`config.mk`:
```
export PLATFORM = sky130hd
export DESIGN_NAME = systolic_ctrl
export DESIGN_NICKNAME = d
export VERILOG_FILES = /design/src/rtl/systolic_ctrl.sv
export SDC_FILE = /design/constraint.sdc
export NUM_CORES = 2
export LEC_CHECK = 0
export CORE_MARGIN = 8
export CORE_UTILIZATION = 35
export DETAILED_ROUTE_END_ITERATION = 12
export GPL_TIMING_DRIVEN = 0
export PLACE_DENSITY = 0.57
export SYNTH_ARGS = -nofsm -noshare
export SYNTH_HDL_FRONTEND = slang
export SYNTH_SLANG_ARGS = --single-unit
export TNS_END_PERCENT = 50
```
`constraint.sdc`:
```
create_clock -name clk -period 80.5 [get_ports clk]
set_clock_uncertainty 0.05 [all_clocks]
set_input_delay 16.1 -clock clk [delete_from_list [all_inputs] [get_ports clk]]
set_output_delay 16.1 -clock clk [all_outputs]
set_load 0.02 [all_outputs]
```
`src/rtl/systolic_ctrl.sv`:
```
// Job sequencer for a DxD output-stationary systolic array: clears the accumulators,
// takes D operand beats, skews them onto the array edges, drains, then holds results.
module systolic_ctrl #(
   parameter int K     = 8,
   parameter int D     = 16,
   parameter int DRAIN = 3*D-1
) (
   input  logic           clk,
   input  logic           rst,
   input  logic           start,
   input  logic [D*K-1:0] a_in,
   input  logic [D*K-1:0] b_in,
   input  logic           in_valid,
   output logic           in_ready,
   output logic           arr_clr,
   output logic [D*K-1:0] arr_l,
   output logic [D*K-1:0] arr_t,
   output logic           busy,
   output logic           res_valid,
   input  logic           res_ack,
   output logic [2:0]     dbg_state
);

   localparam int BW = $clog2(D + 1);
   localparam int DW = $clog2(DRAIN + 1);

   typedef enum logic [2:0] {
      S_IDLE  = 3'd0,
      S_CLEAR = 3'd1,
      S_FEED  = 3'd2,
      S_DRAIN = 3'd3,
      S_DONE  = 3'd4
   } state_t;

   state_t        state_q, state_d;
   logic [BW-1:0] beat_cnt_q, beat_cnt_d;
   logic [DW-1:0] drain_cnt_q, drain_cnt_d;
   logic          accept;

   always_ff @(posedge clk or posedge rst) begin
      if (rst) begin
         state_q     <= S_IDLE;
         beat_cnt_q  <= '0;
         drain_cnt_q <= '0;
      end else begin
         state_q     <= state_d;
         beat_cnt_q  <= beat_cnt_d;
         drain_cnt_q <= drain_cnt_d;
      end
   end

   // Operand handshake: a beat transfers on every rising edge where in_valid and
   // in_ready are both high; in_ready is a pure decode of state, never of in_valid.
   always_comb begin
      state_d     = state_q;
      beat_cnt_d  = beat_cnt_q;
      drain_cnt_d = drain_cnt_q;
      in_ready    = 1'b0;
      arr_clr     = 1'b0;
      res_valid   = 1'b0;
      case (state_q)
         S_IDLE: begin
            if (start) state_d = S_CLEAR;
         end
         S_CLEAR: begin
            arr_clr    = 1'b1;
            beat_cnt_d = '0;
            state_d    = S_FEED;
         end
         S_FEED: begin
            in_ready = 1'b1;
            if (in_valid) begin
               if (beat_cnt_q == BW'(D - 1)) begin
                  beat_cnt_d  = '0;
                  drain_cnt_d = '0;
                  state_d     = S_DRAIN;
               end else begin
                  beat_cnt_d = beat_cnt_q + BW'(1);
               end
            end
         end
         S_DRAIN: begin
            if (drain_cnt_q == DW'(DRAIN - 1)) begin
               drain_cnt_d = '0;
               state_d     = S_DONE;
            end else begin
               drain_cnt_d = drain_cnt_q + DW'(1);
            end
         end
         S_DONE: begin
            res_valid = 1'b1;
            if (res_ack) state_d = S_IDLE;
         end
         default: state_d = S_IDLE;
      endcase
   end

   assign accept    = in_valid & in_ready;
   assign busy      = (state_q != S_IDLE);
   assign dbg_state = state_q;

   // Lane i is delayed i+1 registers; non-accepted cycles shift in zeros, which the
   // array accumulates as zero products.
   for (genvar i = 0; i < D; i++) begin : g_lane
      logic [K-1:0] a_sr_q [i+1];
      logic [K-1:0] b_sr_q [i+1];
      logic [K-1:0] a_sr_d, b_sr_d;

      assign a_sr_d = accept ? a_in[i*K +: K] : '0;
      assign b_sr_d = accept ? b_in[i*K +: K] : '0;

      always_ff @(posedge clk or posedge rst) begin
         if (rst) begin
            for (int s = 0; s <= i; s++) begin
               a_sr_q[s] <= '0;
               b_sr_q[s] <= '0;
            end
         end else begin
            a_sr_q[0] <= a_sr_d;
            b_sr_q[0] <= b_sr_d;
            for (int s = 1; s <= i; s++) begin
               a_sr_q[s] <= a_sr_q[s-1];
               b_sr_q[s] <= b_sr_q[s-1];
            end
         end
      end

      assign arr_l[i*K +: K] = a_sr_q[i];
      assign arr_t[i*K +: K] = b_sr_q[i];
   end

endmodule
```
==> results.py <==
metrics = {
    "synthesis": {
        "asyncSetResetFlopFracSynth_pct": 100.0,
        "yosysTopAreaCellShare_pct": 93.15,
        "syn_avg_cell_area_um2": 21.12,
        "synthesis_warning_total": 0,
        "synth_cells": 2786,
        "synth_largest_area_cell": "sky130_fd_sc_hd__dfrtp_1",
        "synthTopCellsByArea": "sky130_fd_sc_hd__dfrtp_1 93%, sky130_fd_sc_hd__buf_4 3.1%, sky130_fd_sc_hd__and2_1 2.7%",
        "netlist_area_um2": 58830,
        "post_synthesis_sequential_area_ratio_pct": 93.15,
        "synth-edff-count": 0,
        "ys_dominant_reg_cell": "sky130_fd_sc_hd__dfrtp_1",
        "synth_nets": 3050,
        "post_synth_num_cell_types": 38,
        "synth-seq-cells": 2190,
    },
    "clock_network": {
        "numClockSinks": 2190,
        "cts-htree-levels": 4,
        "clk_buf_depth": 3,
        "worstSkewPairLatency_ns": 0.80,
        "clk_pin_slew_ns": 0.06,
        "post-cts-setup-buffers": 0,
        "cts_inserted_buffers": 209,
        "ctsHoldBuffers": 0,
        "post_cts_resized": 0,
        "tritoncts": "yes",
        "cts_root_buffer": "sky130_fd_sc_hd__clkbuf_16",
    },
    "cells_and_area": {
        "final_cell_count_no_fill": 5943,
        "layout-area-overhead-vs-synth_pct": 26.65,
        "layout.cell_area.non_filler_um2": 74510,
        "final_layout_size_suffix_gt1_share_pct": 17.23,
        "final_core_utilization_pct": 44.61,
        "final_nets": 3803,
    },
    "global_route": {
        "grt.busiest_layer": "met2",
        "pin_count_of_the_biggest_net_entering_global_routing": 140,
        "antenna_found_initial": 35,
        "sum_of_overflow_across_all_layers_after_global_routing": 0,
        "globalRouteMet3Util_pct": 2.959,
        "grt.total_usage_pct": 10.53,
        "grt_use_met2_pct": 17.99,
        "grt_use_met1_pct": 11.44,
        "first_global_vias": 24509,
        "grt_first_pass_wirelength_mm": 146.0,
    },
    "die": {
        "placeableCoreArea_um2": 167000,
        "die_area_um2": 181500,
        "floorplan.die.height_um": 426.0,
        "width_of_the_chip_um": 426.0,
        "initial_util_pct": 35.22,
        "floorplan.io_pins": 524,
        "rows": 150,
    },
    "route": {
        "drt_iter0_drc": 1480,
        "drt-wirelength-per-cell_um": 15.82,
        "drt-pass1-iter-count": 4,
        "routed_via_density": 3.771,
        "routed_antenna_nets": 0,
        "post-route-drc-count": 0,
        "total_wirelength_of_the_detailed_routed_design_mm": 93.99,
        "vias": 22409,
    },
    "min_path": {
        "min_path_cells": 0,
        "min_path_type": "reg2reg",
        "timing.hold.worst.start": "g_lane[8].a_sr_q[37]",
        "timing.hold.worst_endpoint": "g_lane[8].a_sr_q[29]",
    },
    "setup_path": {
        "endpoint_kind": "asynchronous set/reset pin",
        "r2r-end": "g_lane[7].a_sr_q[59]",
        "reg2reg_depth": 5,
        "critPathKind": "in2async",
        "path_max_fanout": 139,
        "r2r_start": "dbg_state[0]",
        "timing.critical_path.from_type": "primary input",
        "r2r_setup_slack_ns": 78.49,
        "required_ns": 81.32,
        "critPathArrivalTime_ns": 20.47,
    },
    "timing": {
        "holdWs_ns": 0.2584,
        "fin_tns_setup_ns": 0,
        "hold_viol": 0,
        "worst-slew-pin-transition_ns": 0.6890,
        "setup_viol": 0,
        "highest_clock_frequency_the_design_can_meet_ghz": 0.05089,
        "final_min_period_over_clock_period_pct": 24.41,
        "final_max_slew_viol_count": 0,
        "rsz0062_at_grt": "no",
        "maxSlewHeadroom_pct": 54.07,
        "final_critical_path_time_including_i_o_delays_and_setup_ns": 19.65,
    },
    "power": {
        "p_int_w": 0.001933,
        "clk_pwr_share_pct": 39.4,
        "power.share.combinational_pct": 7.4,
        "share_of_power_burned_in_registers_pct": 53.2,
        "power-per-cell-area_nw_per_um2": 33.20,
        "power.share.switching_pct": 21.88,
        "standby_leakage_power_nw": 36.92,
        "switching_power_w": 0.0005412,
        "ir_worst_vdd_mv": 0.02018,
    },
    "job": {
        "number_of_max_capacitance_violations_reported": 0,
    },
    "placed_design": {
        "place_hpwl_mm": 60.74,
        "postPlaceCellArea_um2": 67360,
        "placement.io_buffers": 523,
        "gp_congestion": 0.8044,
        "placed_cells_incl_taps": 5532,
    },
    "run_status": {
        "run_status": "complete, no violations",
    },
}
[layer usage]
layer	wire, µm	share of wire [%]
met1	32860	35
met2	51040	54
met3	4508	4.8
met4	5571	5.9
met5	13	0.014
[cell usage after synthesis (all sizes together) (2+ instances only)]
library cell and n:
nand2b 2, nand3 9, buf 249, nor2 4, a21oi 2, nand4 2, and2 258, ha 3
o21ai 2, nand2 10, o22ai 3, o311ai 2, dfrtp 2190, clkbuf 22, inv 8, or3 2
[area by class of cell]
class / count / area [µm²]
inverters: 8 / 37.54
clock inverters: 90 / 1086
diodes: 24 / 60.06
well taps: 2204 / 2758
flip-flops and latches: 2190 / 54800
multi-input cells: 317 / 2014
fillers: 14212 / 92520
repair buffers: 542 / 5758
plain buffers: 271 / 1986
clock buffers: 297 / 6011
[state kept, by name, indices dropped and copies added (netlist names)]
register	flops
g_lane.a_sr_q	968
g_lane.b_sr_q	968
arr_l	120
arr_t	120
drain_cnt_q	6
beat_cnt_q	5
dbg_state	3
[critical path, cell delays in order]
cell and delay, ns:
sky130_fd_sc_hd__clkdlybuf4s50_1 0.51, sky130_fd_sc_hd__inv_8 0.36, sky130_fd_sc_hd__buf_16 0.41, sky130_fd_sc_hd__buf_16 0.47
sky130_fd_sc_hd__buf_16 0.39, sky130_fd_sc_hd__buf_16 0.45, sky130_fd_sc_hd__buf_16 0.42, sky130_fd_sc_hd__buf_16 0.39
sky130_fd_sc_hd__buf_16 0.48
[through the flow]
| stage | setup WS [ns] | power (W) |
|---|---|---|
| floorplan | 2.475 | 0.001445 |
| global placement | -18.01 | 0.001543 |
| detailed placement | 59.81 | 0.001528 |
| CTS | 60.70 | 0.002523 |
| global route | 60.19 | 0.002592 |
| finish | 60.85 | 0.002474 |
[worst max path at each step]
stage               depth (start not counted)  start                    to
finish                                      9    rst             arr_l[63]
global route                                9    rst  g_lane[5].a_sr_q[22]
CTS                                         9    rst             arr_l[63]
detailed placement                          9    rst             arr_l[45]
global placement                            2    rst   g_lane[0].a_sr_q[2]
floorplan                                   1    rst            arr_l[100]
[cells in the final DEF (no fill, tap or decap), drive strengths merged, types with 3 or more instances in the layout]
cell type,instances
clkinv,54
ha,3
o22ai,3
and2,258
buf,268
clkdlybuf4s50,523
dfrtp,2190
bufinv,16
clkbuf,319
nand2,10
clkinvlp,8
inv,20
nand3,9
nor2,4
diode,24
[power groups by stage]
stage               combinational, W  clock (W)  sequential, W
floorplan                  0.0000993          0        0.00135
global placement            0.000183          0        0.00136
detailed placement          0.000189          0        0.00134
CTS                         0.000190    0.00101        0.00132
global route                0.000198    0.00106        0.00133
finish                      0.000182   0.000975        0.00132
[cells by family (layout without fill, tap and decap cells)]
| group | after synthesis | after routing | synth area share [%] |
|---|---|---|---|
| XOR/XNOR | 1 | 1 | 0.01489 |
| multiplexers | 2 | 2 | 0.03615 |
| adder cells (fa/ha/maj) | 3 | 3 | 0.06381 |
| flip-flops | 2190 | 2190 | 93.15 |
| other | 0 | 24 | 0 |
| AO/OA/AOI/OAI | 17 | 17 | 0.2361 |
| AND/OR/NAND/NOR | 294 | 294 | 3.073 |
| buffers and inverters | 279 | 1208 | 3.426 |
Power figures use the tool's default switching activity.
